File: config.mk
export PLATFORM = sky130hd
export DESIGN_NAME = count_seq_ctrl
export DESIGN_NICKNAME = d
export VERILOG_FILES = /design/src/rtl/count_seq_ctrl.sv
export SDC_FILE = /design/constraint.sdc
export NUM_CORES = 1
export LEC_CHECK = 0
export CORE_MARGIN = 3
export CORE_UTILIZATION = 40
export CTS_BUF_LIST = sky130_fd_sc_hd__clkbuf_4 sky130_fd_sc_hd__clkbuf_8 sky130_fd_sc_hd__clkbuf_16
export CTS_CLUSTER_DIAMETER = 120
export CTS_CLUSTER_SIZE = 14
export DETAILED_ROUTE_END_ITERATION = 10
export GPL_TIMING_DRIVEN = 0
export SYNTH_ARGS = -nofsm -noshare
export SYNTH_HDL_FRONTEND = slang
export SYNTH_SLANG_ARGS = --single-unit
File: constraint.sdc
create_clock -name clk -period 2.6 [get_ports clk]
set_input_delay 0.26 -clock clk [delete_from_list [all_inputs] [get_ports clk]]
set_output_delay 0.26 -clock clk [all_outputs]
set_load 0.05 [all_outputs]
File: src/rtl/count_seq_ctrl.sv
// Run-sequencing controller: runs a WIDTH-bit counter from a latched load value to a latched terminal value.
// Optional COUNT_SEQ_PERIODS_EN adds a saturating count of terminal events on port periods.
module count_seq_ctrl #(
    parameter int WIDTH      = 4,
    parameter int PRESCALE_W = 4
) (
    input  logic                  clk,
    input  logic                  rst,
    input  logic                  start,
    input  logic                  stop,
    input  logic                  pause,
    input  logic                  periodic,
    input  logic                  up_dn,
    input  logic [WIDTH-1:0]      load_val,
    input  logic [WIDTH-1:0]      term_val,
    input  logic [PRESCALE_W-1:0] prescale,
    output logic [WIDTH-1:0]      count,
    output logic                  busy,
    output logic                  done,
    output logic                  tc
`ifdef COUNT_SEQ_PERIODS_EN
    ,
    output logic [7:0]            periods
`endif
);

    typedef enum logic [2:0] {
        IDLE = 3'd0,
        ARM  = 3'd1,
        RUN  = 3'd2,
        HOLD = 3'd3,
        DONE = 3'd4
    } state_t;

    state_t                state;
    logic [PRESCALE_W-1:0] presc;
    logic [WIDTH-1:0]      load_sh;
    logic [WIDTH-1:0]      term_sh;
    logic [PRESCALE_W-1:0] prescale_sh;
    logic                  periodic_sh;
    logic                  up_sh;
    logic                  tick;

    // Modulo-2^WIDTH step; wrap in either direction is intentional.
    function automatic logic [WIDTH-1:0] step(input logic [WIDTH-1:0] v, input logic up);
        return up ? v + 1'b1 : v - 1'b1;
    endfunction

    assign tick = (presc == prescale_sh);
    assign busy = (state == ARM) || (state == RUN) || (state == HOLD);
    assign done = (state == DONE);

    always_ff @(posedge clk or posedge rst) begin
        if (rst) begin
            state       <= IDLE;
            count       <= '0;
            presc       <= '0;
            load_sh     <= '0;
            term_sh     <= '0;
            prescale_sh <= '0;
            periodic_sh <= 1'b0;
            up_sh       <= 1'b0;
            tc          <= 1'b0;
`ifdef COUNT_SEQ_PERIODS_EN
            periods     <= 8'd0;
`endif
        end else begin
            tc <= 1'b0;
            case (state)
                IDLE, DONE: begin
                    if (stop) begin
                        state <= IDLE;
                    end else if (start) begin
                        load_sh     <= load_val;
                        term_sh     <= term_val;
                        prescale_sh <= prescale;
                        periodic_sh <= periodic;
                        up_sh       <= up_dn;
                        state       <= ARM;
`ifdef COUNT_SEQ_PERIODS_EN
                        periods     <= 8'd0;
`endif
                    end
                end
                ARM: begin
                    if (stop) begin
                        state <= IDLE;
                    end else begin
                        count <= load_sh;
                        presc <= '0;
                        state <= RUN;
                    end
                end
                RUN: begin
                    // stop beats pause beats tick; the pausing edge takes no tick.
                    if (stop) begin
                        state <= IDLE;
                    end else if (pause) begin
                        state <= HOLD;
                    end else if (tick) begin
                        presc <= '0;
                        if (count == term_sh) begin
                            tc <= 1'b1;
`ifdef COUNT_SEQ_PERIODS_EN
                            if (periods != 8'hFF) periods <= periods + 8'd1;
`endif
                            if (periodic_sh) count <= load_sh;
                            else             state <= DONE;
                        end else begin
                            count <= step(count, up_sh);
                        end
                    end else begin
                        presc <= presc + 1'b1;
                    end
                end
                HOLD: begin
                    if (stop)        state <= IDLE;
                    else if (!pause) state <= RUN;
                end
                default: state <= IDLE;
            endcase
        end
    end

endmodule

==> run_results.csv, run 1 <==
group,metric,value,unit
route,vias,1013,
worst_setup_path,path_max_fanout,9,
clock_network,clock-sinks,26,
final_layout,final_common_cell,"dfrtp_1",
min_path,min_path_type,"input pin to async pin",
route,ant_nets,0,
route,wl,2712,um
final_layout,fillCellCount,324,
worst_setup_path,crit_chain,"buf_6 -> nor2_1 -> and2_1 -> clkdlybuf4s50_1",
clock_network,cts_root_buf,"clkbuf_8",
timing,worstMarginPinSlew,0.9644,ns
final_layout,final_cell_mix,"26 x dfrtp_1, 25 x clkdlybuf4s50_1, 12 x mux2_2",
die,rows,21,
timing,fmax,453.8,MHz
logic_synthesis,ys_types,45,
power_and_ir_drop,ir_drop,0.3759,mV
worst_setup_path,arrival,1.94,ns
timing,setup_viol_count_final,0,
timing,fin_crit,2.204,ns
route,drt-pass1-iter-count,4,
timing,period_share,84.76,%
worst_setup_path,crit_family,"buffers and inverters",
clock_network,cts_made_buffers,3,
timing,drv_slew,0,
final_layout,final_nets,176,
final_layout,seq_area,650.6,um^2
route,via_per_inst,5.116,
flow_run,drv_cap,0,
logic_synthesis,synth_edf_count,0,
die,die_h,67.19,um
worst_setup_path,reg2reg_from,"count[1]",
die,die-area,4515,um^2
global_routing,track_usage,13.66,%
worst_setup_path,cpPeakStageDelay,0.79,ns
timing,worst_clock_skew,0.006321,ns
worst_setup_path,worstSetupPathType,"register to output port",
final_layout,finalCoreUtilization,53.64,%
worst_setup_path,crit_buf_inv,2,
clock_network,cts_tree,"yes",
placement,dpl-instance-area,1805,um^2
global_routing,grt_overflow,0,
route,route.detailed.wl_per_inst,13.70,um
logic_synthesis,synth_area,1498,um^2
die,io_pins,26,
timing,hold_viol,0,
placement,io_buffers,25,
timing,rsz0062_at_grt,"no",
timing,setup_tns,0,ns
logic_synthesis,yosysSeqAreaShare,43.44,%
worst_setup_path,cp_slowest_cell,"clkdlybuf4s50_1",
final_layout,antenna_cells,0,
clock_network,ctsHoldBuffers,0,
route,drc_errors,0,
clock_network,htreeDepth,1,
global_routing,grt_pass1_wl,4712,um
logic_synthesis,async_reset_ff_share,100.0,%
placement,dp_hpwl,2066,um
worst_setup_path,cp-start-kind,"register",
logic_synthesis,syn_inst,123,
final_layout,syn_to_final_growth,24.23,%
logic_synthesis,ys.flop_type,"dfrtp_1",
route,first_iter_violations,45,
worst_setup_path,required,2.34,ns
clock_network,cts_resized,0,
global_routing,antenna_found_initial,0,
worst_setup_path,cp-end-kind,"output port",
logic_synthesis,synth_fp_nets,146,
logic_synthesis,syn_area_per_cell,12.18,um^2
power_and_ir_drop,power_leakage,0.7688,nW
die,coreArea,3468,um^2
clock_network,clock_latency,0.27,ns
placement,gp_congestion,0.7720,
clock_network,clockBufferDepth,2,
die,fp.dieW,67.19,um
clock_network,post_cts_buffers,0,
logic_synthesis,yosysWarnings,0,
final_layout,drive_above_1_share,19.74,%
power_and_ir_drop,powerDensity,828.1,nW/um^2
logic_synthesis,synth-seq-cells,26,
die,start_util,43.18,%
global_routing,grt_start_max_net_pins,27,
outcome,status,"finished clean",
worst_setup_path,setup.worst_path.start,"state[0]",
timing,max_slew_margin,35.64,%
clock_network,clkTransAtPathRegs,0.09,ns
final_layout,design_area,1861,um^2
global_routing,grt_pass1_vias,1013,
final_layout,multi_input_area,799.5,um^2
==> layout make-up <==
type | count | share of cell area (%)
Buffer | 4 | 1.748
Clock buffer | 4 | 2.959
Inverter | 4 | 0.8070
Multi-Input combinational cell | 89 | 42.97
Sequential cell | 26 | 34.97
Tap cell | 46 | 3.093
Timing Repair Buffer | 25 | 13.45
==> stage by stage <==
step	hold WS (ns)	instances	worst slack, ns	power [mW]
finish	0.5098	198	0.3963	1.541
global route	0.5406	198	0.2740	1.645
CTS	0.5161	198	0.3906	1.558
detailed placement	0.4945	194	0.4432	1.292
global placement	0.4939	194	0.4673	1.277
floorplan	0.3000	123	0.4440	1.109
==> sequential cells by signal (all words and copies together), names as in the netlist <==
register	cells
term_sh	4
count	4
prescale_sh	4
up_sh	1
presc	4
load_sh	4
tc	1
periodic_sh	1
state	3
==> logic make-up after synthesis <==
group           Yosys count  share of synthesized area (%)
mux                      17                          12.78
fa+ha+maj                 4                          3.843
compound gates           21                          12.45
xor+xnor                 12                          8.020
simple gates             35                          16.29
flops                    26                          43.44
buf+inv                   8                          3.174
==> layer usage <==
metal	track usage (%)	vias to the layer above	wire length, um
met5	0	-	0
met4	3.038	0	25
met3	2.995	4	116
met2	20.61	24	1198
met1	20.00	478	1371
li1	-	507	-
==> cells in the mapped netlist, types with 2 or more instances <==
| library cell | count | share of area (%) |
|---|---|---|
| xor2_1 | 6 | 3.5 |
| mux2_1 | 5 | 3.8 |
| o211ai_1 | 2 | 1.0 |
| nand2_1 | 5 | 1.3 |
| ha_1 | 3 | 2.5 |
| buf_2 | 2 | 0.67 |
| buf_6 | 2 | 1.5 |
| xor2_2 | 2 | 2.2 |
| dfrtp_1 | 26 | 43 |
| o21ai_0 | 5 | 1.7 |
| mux2_2 | 12 | 9.0 |
| nor3b_2 | 2 | 1.7 |
| inv_1 | 4 | 1.0 |
| nor2_1 | 9 | 2.3 |
| a21oi_1 | 3 | 1.0 |
| xnor2_1 | 4 | 2.3 |
| nand3_1 | 2 | 0.67 |
| and3_1 | 2 | 0.84 |
==> report_power, final <==
| part | internal (mW) | switching, mW | total, mW |
|---|---|---|---|
| registers | 0.496 | 0.111 | 0.607 |
| logic | 0.292 | 0.378 | 0.670 |
| clock network | 0.135 | 0.129 | 0.264 |
==> path summary, 6_finish.rpt <==
path | to | slack [ns] | cells after the start
worst max-delay path | done | 0.40 | 4
max in group asynchronous | count[1] | 1.50 | 2
min in group clk | load_sh[1] | 0.51 | 1
worst min-delay path | up_sh | 0.51 | 2
worst max register to register | count[1] | 0.58 | 4
worst min register to register | load_sh[1] | 0.51 | 1
Power figures use the tool's default switching activity.
==> run 2, diff against run 1 <==
--- a/config.mk
+++ b/config.mk
@@ -12,6 +12,7 @@
 export CTS_CLUSTER_SIZE = 14
 export DETAILED_ROUTE_END_ITERATION = 10
 export GPL_TIMING_DRIVEN = 0
+export PLACE_DENSITY = 0.66
 export SYNTH_ARGS = -nofsm -noshare
 export SYNTH_HDL_FRONTEND = slang
 export SYNTH_SLANG_ARGS = --single-unit
==> constraint.sdc (replaced) <==
create_clock -name clk -period 2.01 [get_ports clk]
set_input_delay 0.201 -clock clk [delete_from_list [all_inputs] [get_ports clk]]
set_output_delay 0.201 -clock clk [all_outputs]
set_load 0.05 [all_outputs]
==> run_results.csv, run 2 (synthesis results as in run 1) <==
group,metric,value,unit
route,route.detailed.wl_per_inst,13.55,um
timing,drv_slew,0,
worst_setup_path,crit_buf_inv,0,
flow_run,drv_cap,0,
global_routing,use_met2,21.35,%
power_and_ir_drop,power,1.982,mW
timing,period_share,94.52,%
clock_network,htreeDepth,1,
clock_network,cts_tree,"yes",
worst_setup_path,path_max_fanout,7,
worst_setup_path,cp_slowest_cell,"dfrtp_2",
final_layout,drive_above_1_share,22.22,%
placement,io_buffers,25,
worst_setup_path,timing.rr.end,"count[1]",
placement,gp_congestion,0.8404,
outcome,status,"finished clean",
die,rows,21,
final_layout,multi_input_area,799.5,um^2
final_layout,seq_area,654.4,um^2
die,die-area,4515,um^2
final_layout,final_cell_mix,"23 x dfrtp_1, 23 x clkdlybuf4s50_1, 12 x mux2_2",
global_routing,grt_util_met3,2.829,%
worst_setup_path,cpPeakStageDelay,0.48,ns
route,drt-pass1-iter-count,4,
route,ant_nets,0,
route,drc_errors,0,
clock_network,clock-sinks,26,
clock_network,cts_root_buf,"clkbuf_8",
placement,dp_hpwl,2079,um
final_layout,syn_to_final_growth,24.64,%
worst_setup_path,worstSetupPathType,"register to register",
clock_network,clockBufferDepth,2,
route,via_per_inst,5.121,
die,die_h,67.19,um
timing,setup_viol_count_final,0,
final_layout,antenna_cells,0,
global_routing,antenna_found_initial,0,
global_routing,grt_pass1_vias,1023,
route,wl,2696,um
die,io_pins,26,
worst_setup_path,ff2ff_path_depth,4,
final_layout,final_nets,177,
clock_network,clkTransAtPathRegs,0.09,ns
die,fp.dieW,67.19,um
worst_setup_path,required,2.16,ns
global_routing,grt_start_max_net_pins,27,
route,vias,1019,
timing,fin_crit,1.900,ns
worst_setup_path,crit_family,"multiplexers",
timing,holdWs,0.4529,ns
timing,worst_clock_skew,0.003525,ns
global_routing,busiest_layer,"met2",
min_path,min_path_type,"input pin to async pin",
die,start_util,43.18,%
worst_setup_path,r2r_setup_slack,0.11,ns
worst_setup_path,cp-start-kind,"register",
power_and_ir_drop,ir_drop,0.5670,mV
timing,worstMarginPinSlew,0.9690,ns
worst_setup_path,crit_chain,"xor2_2 -> o41ai_4 -> mux2_1 -> mux2_1",
clock_network,cts_made_buffers,3,
global_routing,track_usage,14.16,%
worst_setup_path,reg2reg_from,"count[0]",
timing,hold_viol,0,
worst_setup_path,arrival,2.05,ns
timing,max_slew_margin,35.33,%
global_routing,grt_pass1_wl,4850,um
worst_setup_path,crit_path_frequent_cell,"mux2_1",
timing,rsz0062_at_grt,"no",
route,first_iter_violations,65,
worst_setup_path,cp-end-kind,"register",
global_routing,gr-usage-met1,20.68,%
clock_network,clock_latency,0.26,ns
final_layout,fillCellCount,315,
power_and_ir_drop,powerDensity,1062,nW/um^2
global_routing,grt_overflow,0,
die,coreArea,3468,um^2
power_and_ir_drop,power_leakage,0.7863,nW
timing,fmax,526.4,MHz
==> run 2: area by class of cell <==
type	count	share of cell area [%]
Buffer	4	1.743
Clock buffer	4	2.614
Inverter	4	0.8043
Multi-Input combinational cell	89	42.83
Sequential cell	26	35.05
Tap cell	46	3.083
Timing Repair Buffer	26	13.87
==> run 2: routing by layer <==
metal	wire length, um	up-vias
met1	1347	494
li1	-	501
met4	17	0
met3	138	2
met2	1193	22
met5	0	-
==> run 2: worst max path at each step <==
stage,slack [ns],depth (start not counted),startpoint,to
global route,0.02,4,count[0],count[1]
CTS,0.03,4,count[1],count[1]
detailed placement,-0.1,5,stop,count[1]
floorplan,0.02,4,count[1],count[1]
global placement,-0.05,5,stop,count[1]
finish,0.11,4,count[0],count[1]
==> run 2: report_power, final <==
part	internal [mW]	total, mW	switching, mW
combinational	0.381	0.879	0.498
clock	0.155	0.312	0.157
sequential	0.648	0.791	0.142
total	1.18	1.98	0.797
==> run 2: stage by stage <==
step,TNS [ns],instances,util [%],worst slack (ns),area [um^2]
after global placement,-0.4012,194,52.16,-0.04784,1809
after detailed placement,-0.5907,194,52.16,-0.09574,1809
after global routing,0,199,53.82,0.02094,1867
final,0,199,53.82,0.1102,1867
after floorplan,0,123,-,0.02354,1501
after CTS,0,198,53.54,0.02598,1857
==> run 2: timing repair <==
action / CTS / global route
gates cloned: 0 / 0
pin swaps: 0 / 2
hold buffers: 0 / 0
setup buffers: 0 / 1
endpoints found under the setup margin: 1 / 3
gates resized for setup: 1 / 1
==> run 3, diff against run 2 <==
--- a/config.mk
+++ b/config.mk
@@ -12,7 +12,7 @@
 export CTS_CLUSTER_SIZE = 14
 export DETAILED_ROUTE_END_ITERATION = 10
 export GPL_TIMING_DRIVEN = 0
-export PLACE_DENSITY = 0.66
+export PLACE_DENSITY = 0.75
 export SYNTH_ARGS = -nofsm -noshare
 export SYNTH_HDL_FRONTEND = slang
 export SYNTH_SLANG_ARGS = --single-unit
==> run_results.csv, run 3 (synthesis results as in run 1) <==
group,metric,value,unit
clock_network,clockBufferDepth,2,
route,wl,2845,um
power_and_ir_drop,powerDensity,1091,nW/um^2
timing,drv_slew,0,
clock_network,cts_made_buffers,3,
clock_network,cts_root_buf,"clkbuf_8",
route,drc_errors,0,
clock_network,clock_latency,0.27,ns
global_routing,busiest_layer,"met2",
worst_setup_path,crit_chain,"xor2_1 -> o41ai_4 -> buf_4 -> mux2_4 -> mux2_1",
worst_setup_path,required,2.17,ns
die,fp.dieW,67.19,um
clock_network,clkTransAtPathRegs,0.09,ns
timing,hold_viol,0,
final_layout,final_cell_mix,"23 x clkdlybuf4s50_1, 22 x dfrtp_1, 12 x mux2_2",
placement,place_ws,-0.05955,ns
power_and_ir_drop,combPwrFrac,45.2,%
global_routing,grt_pass1_vias,1068,
die,io_pins,26,
route,route.detailed.wl_per_inst,14.15,um
timing,fmax,509.3,MHz
global_routing,use_met2,23.56,%
die,rows,21,
timing,holdWs,0.4404,ns
worst_setup_path,crit_family,"multiplexers",
power_and_ir_drop,power_frac_seq,38.5,%
final_layout,drive_above_1_share,24.52,%
route,vias,1046,
power_and_ir_drop,power,2.066,mW
worst_setup_path,worstSetupPathType,"register to register",
clock_network,cts_tree,"yes",
route,first_iter_violations,36,
timing,period_share,97.69,%
placement,io_buffers,25,
global_routing,grt_overflow,0,
worst_setup_path,path_max_fanout,4,
global_routing,grt_util_met3,3.661,%
final_layout,syn_to_final_growth,26.40,%
die,die_h,67.19,um
route,ant_nets,0,
global_routing,grt_start_max_net_pins,27,
timing,worst_clock_skew,0.001584,ns
final_layout,final_nets,179,
power_and_ir_drop,power_leakage,0.8017,nW
min_path,min_path_type,"input pin to async pin",
global_routing,gr-usage-met1,17.23,%
global_routing,antenna_found_initial,0,
global_routing,track_usage,13.96,%
power_and_ir_drop,switching_share,40.04,%
route,via_per_inst,5.204,
timing,setup_viol_count_final,0,
placement,gp_congestion,0.8398,
final_layout,final_common_cell,"clkdlybuf4s50_1",
timing,worstMarginPinSlew,0.9623,ns
route,drt-pass1-iter-count,4,
final_layout,fillCellCount,314,
final_layout,design_area,1893,um^2
power_and_ir_drop,p_switching,0.8274,mW
die,coreArea,3468,um^2
power_and_ir_drop,p_int,1.239,mW
flow_run,drv_cap,0,
clock_network,clock-sinks,26,
outcome,status,"finished clean",
timing,max_slew_margin,35.77,%
die,start_util,43.18,%
worst_setup_path,cpPeakStageDelay,0.44,ns
placement,dpl-instance-area,1809,um^2
worst_setup_path,arrival,2.12,ns
clock_network,htreeDepth,1,
timing,fin_crit,1.964,ns
placement,dp_hpwl,2149,um
power_and_ir_drop,ir_drop,0.7171,mV
worst_setup_path,cp-end-kind,"register",
clock_network,ctsHoldBuffers,0,
worst_setup_path,crit_buf_inv,1,
worst_setup_path,cp_slowest_cell,"dfrtp_2",
die,die-area,4515,um^2
timing,setup_tns,0,ns
power_and_ir_drop,pwr-share-clk,16.3,%
timing,finalWorstSetupSlack,0.04643,ns
worst_setup_path,cp-start-kind,"register",
global_routing,grt_pass1_wl,4795,um
final_layout,antenna_cells,0,
[run 3: cell count changes in the layout (fill, tap and decap cells not counted), sizes merged]
cell  change
buf       +2
[run 3: metrics by stage]
step                utilization (%)  cells
finish                        54.58    201
global route                  54.58    201
CTS                           53.72    198
detailed placement            52.16    194
global placement              52.16    194
floorplan                         -    123
[run 3: area by class of cell]
type / count / area (um^2) / share of cell area (%)
sequential: 26 / 655.6 / 34.63
timing repair buffer: 28 / 274.0 / 14.47
buffer: 4 / 32.53 / 1.718
multi-input combinational: 89 / 803.3 / 42.43
clock buffer: 4 / 55.05 / 2.908
tap: 46 / 57.56 / 3.040
inverter: 4 / 15.01 / 0.7931
[run 3: power groups by stage]
stage	Sequential [mW]	Combinational, mW	Clock, mW
floorplan	0.909	0.531	0
global placement	0.795	0.853	0
detailed placement	0.806	0.884	0
CTS	0.795	0.887	0.351
global route	0.815	1.01	0.373
finish	0.795	0.933	0.338
[run 3: worst register-to-register path: cells and delay by family (launching register included)]
family,cells,cell delay [ns]
xor gates and xnor gates,1,0.23
buffers and inverters,1,0.19
DFF,1,0.44
AOI/OAI and AO/OA,1,0.39
muxes,2,0.60
[run 3: worst paths after layout]
kind | endpoint | start | slack, ns | depth (start not counted)
worst max register to register | count[2] | count[2] | 0.05 | 5
worst min register to register | load_sh[1] | load_sh[1] | 0.52 | 1
min in group clk | up_sh | up_dn | 0.51 | 3
worst max-delay path | count[2] | count[2] | 0.05 | 5
worst min-delay path | prescale_sh[0] | rst | 0.44 | 2
max in group asynchronous | count[1] | rst | 0.92 | 2
[run 3: per-layer routing]
layer  wire length, um  part of all wire (%)
met5                 0                     0
met3               158                   5.6
met1              1300                    46
met2              1350                    47
met4                36                   1.3
[run 3: timing repair]
action                                 4_1_cts  5_1_grt
gates resized for setup                      1        3
setup buffers                                0        3
pin swaps                                    0        1
setup endpoints to repair                    1        3
endpoints found under the hold margin        0        0
